**src/rtl/traffic_pkg.sv**
```systemverilog
// Shared traffic-light definitions: light codes, lamp-driver fault codes and driver states.
// The upstream FSM uses the same light constants.
package traffic_pkg;

  localparam logic [2:0] LIGHT_RED    = 3'b100;
  localparam logic [2:0] LIGHT_YELLOW = 3'b010;
  localparam logic [2:0] LIGHT_GREEN  = 3'b001;
  localparam logic [2:0] LIGHT_OFF    = 3'b000;

  typedef enum logic [1:0] {
    FAULT_NONE     = 2'b00,
    FAULT_ILLEGAL  = 2'b01,
    FAULT_FEEDBACK = 2'b10
  } fault_code_e;

  typedef enum logic [1:0] {
    ST_NORMAL = 2'd0,
    ST_NIGHT  = 2'd1,
    ST_FAULT  = 2'd2
  } drv_state_e;

  // Exactly one lamp requested; all-off and multi-hot codes are illegal.
  function automatic logic light_is_legal(input logic [2:0] code);
    return (code == LIGHT_RED) || (code == LIGHT_YELLOW) || (code == LIGHT_GREEN);
  endfunction

endpackage

```
**src/rtl/traffic_lamp_driver_if.sv**
```systemverilog
// Lamp-driver signal bundle: FSM light code and lamp feedback in, lamp enables and fault status out.
interface traffic_lamp_driver_if;

  logic [2:0] light;
  logic       night_mode;
  logic [2:0] lamp_fb;
  logic       fault_clr;
  logic [2:0] lamp;
  logic       fault;
  logic [1:0] fault_code;

  modport master (
    output light, night_mode, lamp_fb, fault_clr,
    input  lamp, fault, fault_code
  );

  modport slave (
    input  light, night_mode, lamp_fb, fault_clr,
    output lamp, fault, fault_code
  );

endinterface

```
**src/rtl/traffic_blinker.sv**
```systemverilog
// Blink phase generator: BLINK_HALF cycles per phase, restartable into the ON phase.
module traffic_blinker #(
  parameter int unsigned BLINK_HALF = 8
) (
  input  logic clk,
  input  logic reset,
  input  logic enable,
  input  logic restart,
  output logic phase_on,
  output logic wrap_c
);

  localparam int unsigned   CNT_W    = (BLINK_HALF > 1) ? $clog2(BLINK_HALF) : 1;
  localparam logic [CNT_W-1:0] CNT_LAST = CNT_W'(BLINK_HALF - 1);

  logic [CNT_W-1:0] cnt;
  logic [CNT_W-1:0] cnt_nxt;
  logic             phase_nxt;

  assign wrap_c = enable && (cnt == CNT_LAST);

  // Restart wins over counting so every state change begins a fresh ON phase.
  always_comb begin
    cnt_nxt   = cnt;
    phase_nxt = phase_on;
    if (restart) begin
      cnt_nxt   = '0;
      phase_nxt = 1'b1;
    end else if (wrap_c) begin
      cnt_nxt   = '0;
      phase_nxt = ~phase_on;
    end else if (enable) begin
      cnt_nxt = cnt + 1'b1;
    end
  end

  always_ff @(posedge clk or posedge reset) begin
    if (reset) begin
      cnt      <= '0;
      phase_on <= 1'b1;
    end else begin
      cnt      <= cnt_nxt;
      phase_on <= phase_nxt;
    end
  end

endmodule

```
**src/rtl/traffic_lamp_driver.sv**
```systemverilog
// Lamp output stage: passes legal light codes, flashes yellow at night, and falls back to
// flashing red when the light code or lamp current-sense stays wrong for too long.
module traffic_lamp_driver
  import traffic_pkg::*;
#(
  parameter int unsigned BLINK_HALF  = 8,
  parameter int unsigned ILLEGAL_TOL = 2,
  parameter int unsigned FB_TOL      = 4
) (
  input logic                  clk,
  input logic                  reset,
  traffic_lamp_driver_if.slave bus
);

  localparam int unsigned       ILL_W    = $clog2(ILLEGAL_TOL + 1);
  localparam int unsigned       FB_W     = $clog2(FB_TOL + 1);
  localparam logic [ILL_W-1:0]  ILL_LAST = ILL_W'(ILLEGAL_TOL - 1);
  localparam logic [FB_W-1:0]   FB_LAST  = FB_W'(FB_TOL - 1);

  drv_state_e       state_q, state_nxt;
  logic [2:0]       lamp_q, lamp_nxt;
  logic             fault_q, fault_nxt;
  fault_code_e      code_q, code_nxt;
  logic [ILL_W-1:0] ill_cnt, ill_nxt;
  logic [FB_W-1:0]  fb_cnt, fb_nxt;

  logic light_ok, fb_mis, ill_hit, fb_hit;
  logic blink_en, blink_restart, phase_on, wrap_c;

  assign blink_en      = (state_q != ST_NORMAL);
  assign blink_restart = (state_nxt != state_q);

  traffic_blinker #(.BLINK_HALF(BLINK_HALF)) u_blinker (
    .clk      (clk),
    .reset    (reset),
    .enable   (blink_en),
    .restart  (blink_restart),
    .phase_on (phase_on),
    .wrap_c   (wrap_c)
  );

  // Next state, lamp value, detector counters and fault status.
  always_comb begin
    state_nxt = state_q;
    lamp_nxt  = lamp_q;
    fault_nxt = fault_q;
    code_nxt  = code_q;
    ill_nxt   = ill_cnt;
    fb_nxt    = fb_cnt;
    light_ok  = light_is_legal(bus.light);
    fb_mis    = (bus.lamp_fb != lamp_q);
    ill_hit   = !light_ok && (ill_cnt == ILL_LAST);
    fb_hit    = fb_mis && (fb_cnt == FB_LAST);

    case (state_q)
      ST_FAULT: begin
        ill_nxt = '0;
        fb_nxt  = '0;
        if (bus.fault_clr && light_ok) begin
          state_nxt = bus.night_mode ? ST_NIGHT : ST_NORMAL;
          lamp_nxt  = bus.night_mode ? LIGHT_YELLOW : bus.light;
          fault_nxt = 1'b0;
          code_nxt  = FAULT_NONE;
        end else begin
          lamp_nxt = (phase_on ^ wrap_c) ? LIGHT_RED : LIGHT_OFF;
        end
      end
      default: begin
        ill_nxt = light_ok ? '0 : ill_cnt + 1'b1;
        fb_nxt  = fb_mis ? fb_cnt + 1'b1 : '0;
        if (ill_hit || fb_hit) begin
          state_nxt = ST_FAULT;
          fault_nxt = 1'b1;
          code_nxt  = ill_hit ? FAULT_ILLEGAL : FAULT_FEEDBACK;
          lamp_nxt  = LIGHT_RED;
          ill_nxt   = '0;
          fb_nxt    = '0;
        end else if (bus.night_mode) begin
          state_nxt = ST_NIGHT;
          if (state_q == ST_NIGHT) lamp_nxt = (phase_on ^ wrap_c) ? LIGHT_YELLOW : LIGHT_OFF;
          else                     lamp_nxt = LIGHT_YELLOW;
        end else begin
          state_nxt = ST_NORMAL;
          if (light_ok) lamp_nxt = bus.light;
        end
        // Feedback lags a lamp switch; restart the mismatch run on every change.
        if (lamp_nxt != lamp_q) fb_nxt = '0;
      end
    endcase
  end

  always_ff @(posedge clk or posedge reset) begin
    if (reset) begin
      state_q <= ST_NORMAL;
      lamp_q  <= LIGHT_RED;
      fault_q <= 1'b0;
      code_q  <= FAULT_NONE;
      ill_cnt <= '0;
      fb_cnt  <= '0;
    end else begin
      state_q <= state_nxt;
      lamp_q  <= lamp_nxt;
      fault_q <= fault_nxt;
      code_q  <= code_nxt;
      ill_cnt <= ill_nxt;
      fb_cnt  <= fb_nxt;
    end
  end

  assign bus.lamp       = lamp_q;
  assign bus.fault      = fault_q;
  assign bus.fault_code = code_q;

endmodule

```
**src/flat_wrapper.sv**
```systemverilog
// flat-port wrapper written by rule: the top's interface ports become plain ports
module traffic_lamp_driver_flat import traffic_pkg::*;
#(
  parameter int unsigned BLINK_HALF  = 8,
  parameter int unsigned ILLEGAL_TOL = 2,
  parameter int unsigned FB_TOL      = 4
)
  (clk, reset, bus_light, bus_night_mode, bus_lamp_fb, bus_fault_clr, bus_lamp, bus_fault, bus_fault_code);
  traffic_lamp_driver_if bus_i ();
  input logic clk;
  input logic reset;
  input wire logic [$bits(bus_i.light)-1:0] bus_light;
  input wire logic [$bits(bus_i.night_mode)-1:0] bus_night_mode;
  input wire logic [$bits(bus_i.lamp_fb)-1:0] bus_lamp_fb;
  input wire logic [$bits(bus_i.fault_clr)-1:0] bus_fault_clr;
  output wire logic [$bits(bus_i.lamp)-1:0] bus_lamp;
  output wire logic [$bits(bus_i.fault)-1:0] bus_fault;
  output wire logic [$bits(bus_i.fault_code)-1:0] bus_fault_code;
  assign bus_i.light = bus_light;
  assign bus_i.night_mode = bus_night_mode;
  assign bus_i.lamp_fb = bus_lamp_fb;
  assign bus_i.fault_clr = bus_fault_clr;
  assign bus_lamp = bus_i.lamp;
  assign bus_fault = bus_i.fault;
  assign bus_fault_code = bus_i.fault_code;
  traffic_lamp_driver #(.BLINK_HALF(BLINK_HALF), .ILLEGAL_TOL(ILLEGAL_TOL), .FB_TOL(FB_TOL)) u_core (.clk(clk), .reset(reset), .bus(bus_i));
endmodule
```
**config.mk**
```make
export PLATFORM = sky130hd
export DESIGN_NAME = traffic_lamp_driver_flat
export DESIGN_NICKNAME = d
export VERILOG_FILES = /design/src/rtl/traffic_pkg.sv /design/src/rtl/traffic_lamp_driver_if.sv /design/src/rtl/traffic_blinker.sv /design/src/rtl/traffic_lamp_driver.sv /design/src/flat_wrapper.sv
export SDC_FILE = /design/constraint.sdc
export NUM_CORES = 1
export LEC_CHECK = 0
export ABC_AREA = 1
export CAP_MARGIN = 20
export CORE_MARGIN = 3
export CORE_UTILIZATION = 55
export CTS_BUF_LIST = sky130_fd_sc_hd__clkbuf_8
export DETAILED_ROUTE_END_ITERATION = 10
export PLACE_DENSITY = 0.8
export SETUP_SLACK_MARGIN = 0.4
export SYNTH_ARGS = -nofsm -noshare
export SYNTH_HDL_FRONTEND = slang
export SYNTH_SLANG_ARGS = --single-unit
```
**constraint.sdc**
```tcl
create_clock -name clk -period 2.2 [get_ports clk]
set_clock_uncertainty 0.2 [all_clocks]
set_input_delay 0.44 -clock clk [delete_from_list [all_inputs] [get_ports clk]]
set_output_delay 0.44 -clock clk [all_outputs]
set_load 0.05 [all_outputs]
```
======== Yosys cells after proc, flatten, opt, wreduce, memory -nomap -nowiden ========
Cells that the tools add are included.
operators by class
  mux-type cells .......................... 33
  add/subtract/negate cells ............... 3
  bitwise logic cells ..................... 2
  reduce and logical (&&, ||, !) cells .... 13
  equal/unequal tests ..................... 12
operator list
  kind                                            number
  two-way mux 3 bit                               16
  two-way mux 2 bit                               11
  adder 3 x 1 -> 3 bit (second input constant)    2
  == test 3 x 2 -> 1 bit (second input constant)  2
  == test 3 bit (second input constant)           2
  two-way mux 1 bit                               6
  != test 3 bit                                   2
  nonzero test 2 bit                              3
  == test 2 x 1 -> 1 bit (second input constant)  2
  logical AND 1 bit                               4
  == test 3 x 1 -> 1 bit (second input constant)  1
  logical OR 1 bit                                3
  nonzero test 3 bit                              1
  adder 2 x 1 -> 2 bit (second input constant)    1
  == test 2 bit (second input constant)           1
  != test 2 x 1 -> 1 bit (second input constant)  1
  != test 2 bit                                   1
  AND reduction 2 bit                             1
  logical NOT 1 bit                               1
  inverter 1 bit                                  1
  bitwise XOR 1 bit                               1
storage, ports and cells
  output and inout port bits .............. 6
  word-level logic and storage cells ...... 71
  register bits ........................... 17
  input bits .............................. 10

======== Depth between registers and ports, before layout ========
  word-level depth ........................ 11
  mapped depth ............................ 13
  mapped depth without buffers ............ 13

======== Hierarchy ========
A second synthesis with hierarchy kept.
second synthesis, totals
  cell total of the unflattened synthesis .. 143
  area total of the unflattened synthesis .. 1,083.5 sq um
modules (own cells, without submodules)
  module               seq. area each (sq um)  cells an instance  area an instance (sq um)  instances
  traffic_lamp_driver  326.6                   114                854.6                     1
  traffic_blinker      101.3                   29                 229.0                     1

======== Worst setup path after synthesis ========
No wires, ideal clock.
  kind .................................... flip-flop to flip-flop
  from .................................... register u_core.lamp_q[1] (netlist: u_core.bus.lamp[1])
  to ...................................... register u_core.fb_cnt[0]
  data arrival time ....................... 1.600 ns
  path buffers ............................ 0
  slack ................................... 0.314 ns
  required time ........................... 1.914 ns
  clock period less this slack ............ 1.886 ns
  stages on the path, launching flop included .. 10
  library setup time ...................... 0.086 ns
  cells stage by stage .................... dfrtp_1 xnor2_1 nand3_2 nand2_2 nand2_2 inv_2 nand3_1 nand2_1 nand3_1 nor3_1
on the way
  cells in the longest elaborated chain, start to end .. 8
  elaborated cells on any way between the ends .. 12
  those cells by class .................... eq/ne: 2; mux: 8; reduce/logical: 2
RTL lines
  what                    line                        source
  from (decl)             traffic_lamp_driver.sv:21   logic [2:0] lamp_q, lamp_nxt;
  from (signal assigned)  traffic_lamp_driver.sv:102  lamp_q <= lamp_nxt;
  != test 3 bit           traffic_lamp_driver.sv:51   fb_mis = (bus.lamp_fb != lamp_q);
  logical AND 1 bit       traffic_lamp_driver.sv:53   fb_hit = fb_mis && (fb_cnt == FB_LAST);
  logical OR 1 bit        traffic_lamp_driver.sv:71   if (ill_hit || fb_hit) begin
  two-way mux 3 bit       traffic_lamp_driver.sv:71
  two-way mux 3 bit       traffic_lamp_driver.sv:55   case (state_q)
  != test 3 bit           traffic_lamp_driver.sv:87   if (lamp_nxt != lamp_q) fb_nxt = '0;
  two-way mux 3 bit (*)   traffic_lamp_driver.sv:87
  two-way mux 3 bit (*)   traffic_lamp_driver.sv:55
  net u_core.fb_nxt[0]    traffic_lamp_driver.sv:25   logic [FB_W-1:0] fb_cnt, fb_nxt;
  to (signal assigned)    traffic_lamp_driver.sv:106  fb_cnt <= fb_nxt;
  to (decl)               traffic_lamp_driver.sv:25
Mark *: on every way through the listed nets, which the timed path passes. The rest lies on a longest branch. The select of a mux whose other input is x is not followed.
A chain may end at the register's enable or synchronous reset.

======== Worst setup path in the final report ========
  from .................................... input bus_light[0]
  to ...................................... register u_core.fb_cnt[2]
on the way
  cells in the longest elaborated chain, start to end .. 11
  elaborated cells on any way between the ends .. 16
  those cells by class .................... eq/ne: 4; mux: 7; reduce/logical: 5
RTL lines
  what                                                            line                       source
  from (decl)                                                     flat_wrapper.sv:12         input wire logic [$bits(bus_i.light)-1:0] bus_light;
  == test 3 bit / == test 3 x 2 -> 1 bit (equally long branches)  traffic_pkg.sv:24          return (code == LIGHT_RED) || (code == LIGHT_YELLOW) || (code == LIGHT_GREEN);
  logical OR 1 bit (2 in series)                                  traffic_pkg.sv:24
  logical NOT 1 bit                                               traffic_lamp_driver.sv:52  ill_hit = !light_ok && (ill_cnt == ILL_LAST);
  logical AND 1 bit                                               traffic_lamp_driver.sv:52
  logical OR 1 bit                                                traffic_lamp_driver.sv:71
  two-way mux 3 bit                                               traffic_lamp_driver.sv:71
  two-way mux 3 bit                                               traffic_lamp_driver.sv:55
  != test 3 bit                                                   traffic_lamp_driver.sv:87
  two-way mux 3 bit (*)                                           traffic_lamp_driver.sv:87
  two-way mux 3 bit (*)                                           traffic_lamp_driver.sv:55
  net u_core.fb_nxt[2]                                            traffic_lamp_driver.sv:25
Marked as above.

==> metrics.cfg <==
[logic_synthesis]
synth_edf_count=0
syn-num-nets=153
ys_warn_count=0
yosys.area.top_type=dfrtp_1
netlist_area_um2=1120
synth.distinct_cells=26
yosys.area_share.xor_xnor=0.0300
yosys_most_used_dff=dfrtp_1
synth_common_cells=nand2_1 (29), inv_1 (16), dfrtp_1 (15), nand3_1 (14)
synthAdderAreaFrac=0.0556
synth_top_area_frac=0.334
synth_mux_area_frac=0
yosysMostFrequentCell=nand2_1
synth_top_family_by_area=simple AND/OR/NAND/NOR gates
avgSynthCellArea_um2=8.15
synthTopCellsByArea=dfrtp_1 (33%), nand2_1 (9.7%), nand3_1 (6.2%)
synthSimpleGateAreaFrac=0.402
ys_seq_area_frac=0.380
postSynthCellCount=138
synth_compound_area_frac=0.0434
ys_ff_latch=17
synth-async-reset-ratio=1.00

[global_routing]
grt_max_degree=18
grt_pass1_wl_um=4850
antenna_found_initial=0
grt_pass1_vias=1064
gr-total-overflow=0
track_usage=0.250

[die]
dieHeight_um=51.2
die_area_um2=2620
core_area_um2=1820
fp.dieW_um=51.2
initial_core_util=0.618
rows=15
num_io_pins=16

[sta]
finalWorstSetupSlack_ps=306
period_needed_ps=1890
slew_viol_final=0
finalSetupTns_ps=0
hold_viol=0
grt_setup_unrepaired=yes
fmax_mhz=528
period_share=0.861
hold_ws_ps=229
setup_viol=0
tightest_slew_ps=497
max_slew_margin=0.670

[worst_setup_path]
r2r_slack_ps=340
startpoint_type=input pin
endpoint_kind=flop
ff2ff_path_depth=9
r2r-start=u_core.fb_cnt[0]$_DFF_PP0_
reg2reg_to=u_core.fb_cnt[2]$_DFF_PP0_
required_ps=2180
cp_max_fo=4
critPathKind=input pin to flop
arrival_ps=1880

[pwr]
power_frac_comb=0.615
switchingPower_mw=0.960
p_int_mw=0.992
ir_worst_vdd_mv=0.956
power.share.clock=0.124
p_total_mw=1.95
p_sw_frac=0.492
power_per_cell_area_nw_per_um2=1170
seqPwrFrac=0.261
power_leakage_nw=0.874

[hold_path]
min_path_cells=1
worstHoldPathType=flop to flop
hold_path_startpoint=u_core.ill_cnt[0]$_DFF_PP0_
hold_end=u_core.ill_cnt[0]$_DFF_PP0_

[drt]
dr.pass1.iters=4
wirelength_um=3530
wl_per_cell_um=17.0
drtIter0Drc=37
ant_nets=0
route.detailed.drc=0
vias=1164
viasPerCell=5.62

[cts]
clock_latency_ps=260
cts-buffers-inserted=3
cts_hold_buffers=0
clock-sinks=17
clk_pin_slew_worst_paths_ps=70
h-tree-depth=1
root_buffer=clkbuf_8
cts_buffer_depth=2
cts_tree=done

[placed_design]
post-place-ws_ps=-84.5
post-place-cells=190
portBuffers=15
dp_hpwl_um=1970
dpl-instance-area_um2=1400
gp_congestion=0.809

[cells_and_area]
areaGrowthSynthToFinish_pct=48.1
fin_cells=207
drive_gt1_frac=0.467
n_antenna_cell=0
stdcell_area_um2=1670
final_nets=198
final_util=0.915

[flow_run]
maxCapViolCount=0

[outcome]
run_status=completed

state kept, by name, indices dropped and copies added, names as in the netlist:
name and cells:
u_core.bus.lamp 3, u_core.fb_cnt 3, u_core.u_blinker.cnt 3, u_core.bus.fault_code 2, u_core.ill_cnt 2, u_core.state_q 2
u_core.bus.fault 1, u_core.u_blinker.phase_on 1
how the worst max path moves through the flow:
stage,startpoint,to,slack [ps],cells after the start
floorplan,u_core.bus.lamp[2]$_DFF_PP1_,u_core.fb_cnt[0]$_DFF_PP0_,330,10
global placement,bus_light[2],u_core.fb_cnt[2]$_DFF_PP0_,-20,9
detailed placement,bus_light[2],u_core.fb_cnt[2]$_DFF_PP0_,-80,9
global route,bus_light[0],u_core.fb_cnt[1]$_DFF_PP0_,230,10
finish,bus_light[0],u_core.fb_cnt[2]$_DFF_PP0_,310,10
CTS,u_core.bus.lamp[0]$_DFF_PP0_,bus_lamp[0],350,1
power groups by stage:
| stage | clock (mW) | combinational [mW] | sequential, mW |
|---|---|---|---|
| 6_report | 0.241 | 1.20 | 0.510 |
| 5_1_grt | 0.258 | 1.27 | 0.515 |
| 3_3_place_gp | 0 | 0.887 | 0.497 |
| 4_1_cts | 0.235 | 1.00 | 0.495 |
| 2_1_floorplan | 0 | 0.480 | 0.652 |
| 3_5_place_dp | 0 | 0.916 | 0.504 |
cells in the final DEF (no fill, tap or decap), drive strengths merged, types with 3 or more instances in the layout:
| cell | synthesis | final |
|---|---|---|
| nor2 | 9 | 9 |
| o21ai | 3 | 3 |
| dlygate4sd2 | 0 | 5 |
| clkbuf | 0 | 5 |
| nand2 | 43 | 43 |
| ha | 5 | 5 |
| buf | 0 | 27 |
| nand3 | 19 | 19 |
| clkdlybuf4s50 | 0 | 3 |
| inv | 26 | 27 |
| nand4 | 3 | 3 |
| dfrtp | 15 | 15 |
| clkdlybuf4s15 | 0 | 3 |
| nor3 | 3 | 3 |
layer usage:
layer / routed length (um) / GRT usage / vias up
met2: 1760 / 0.442 / 53
met4: 146 / 0.0873 / 0
met5: 0 / 0 / -
li1: - / - / 526
met3: 198 / 0.0292 / 18
met1: 1420 / 0.313 / 567
cell families after synthesis:
kind of cell / count (synthesis)
buf+inv: 26
flops: 17
compound gates: 8
xor+xnor: 3
fa+ha+maj: 5
simple gates: 79
area by class of cell:
type	instances	area [um2]
timing repair buffer	40	317
sequential	17	429
tap	25	31.3
fill	75	155
clock inverter	1	3.75
multi-input combinational	95	738
clock buffer	3	41.3
inverter	26	105
worst max-delay path, stage by stage:
cell and delay [ps]:
dlygate4sd2_1 290, inv_2 90, nand3_4 120, nand2_4 90, nand2_1 90, o211ai_1 140, buf_4 180, nand3_1 120
nand3_4 120, nor3_2 190
what timing repair did:
item,CTS,global route
buffers inserted,7,6
pin swaps,9,16
resized for setup,21,29
endpoints found under the setup margin,19,14
(Power assumes the default switching activity.)
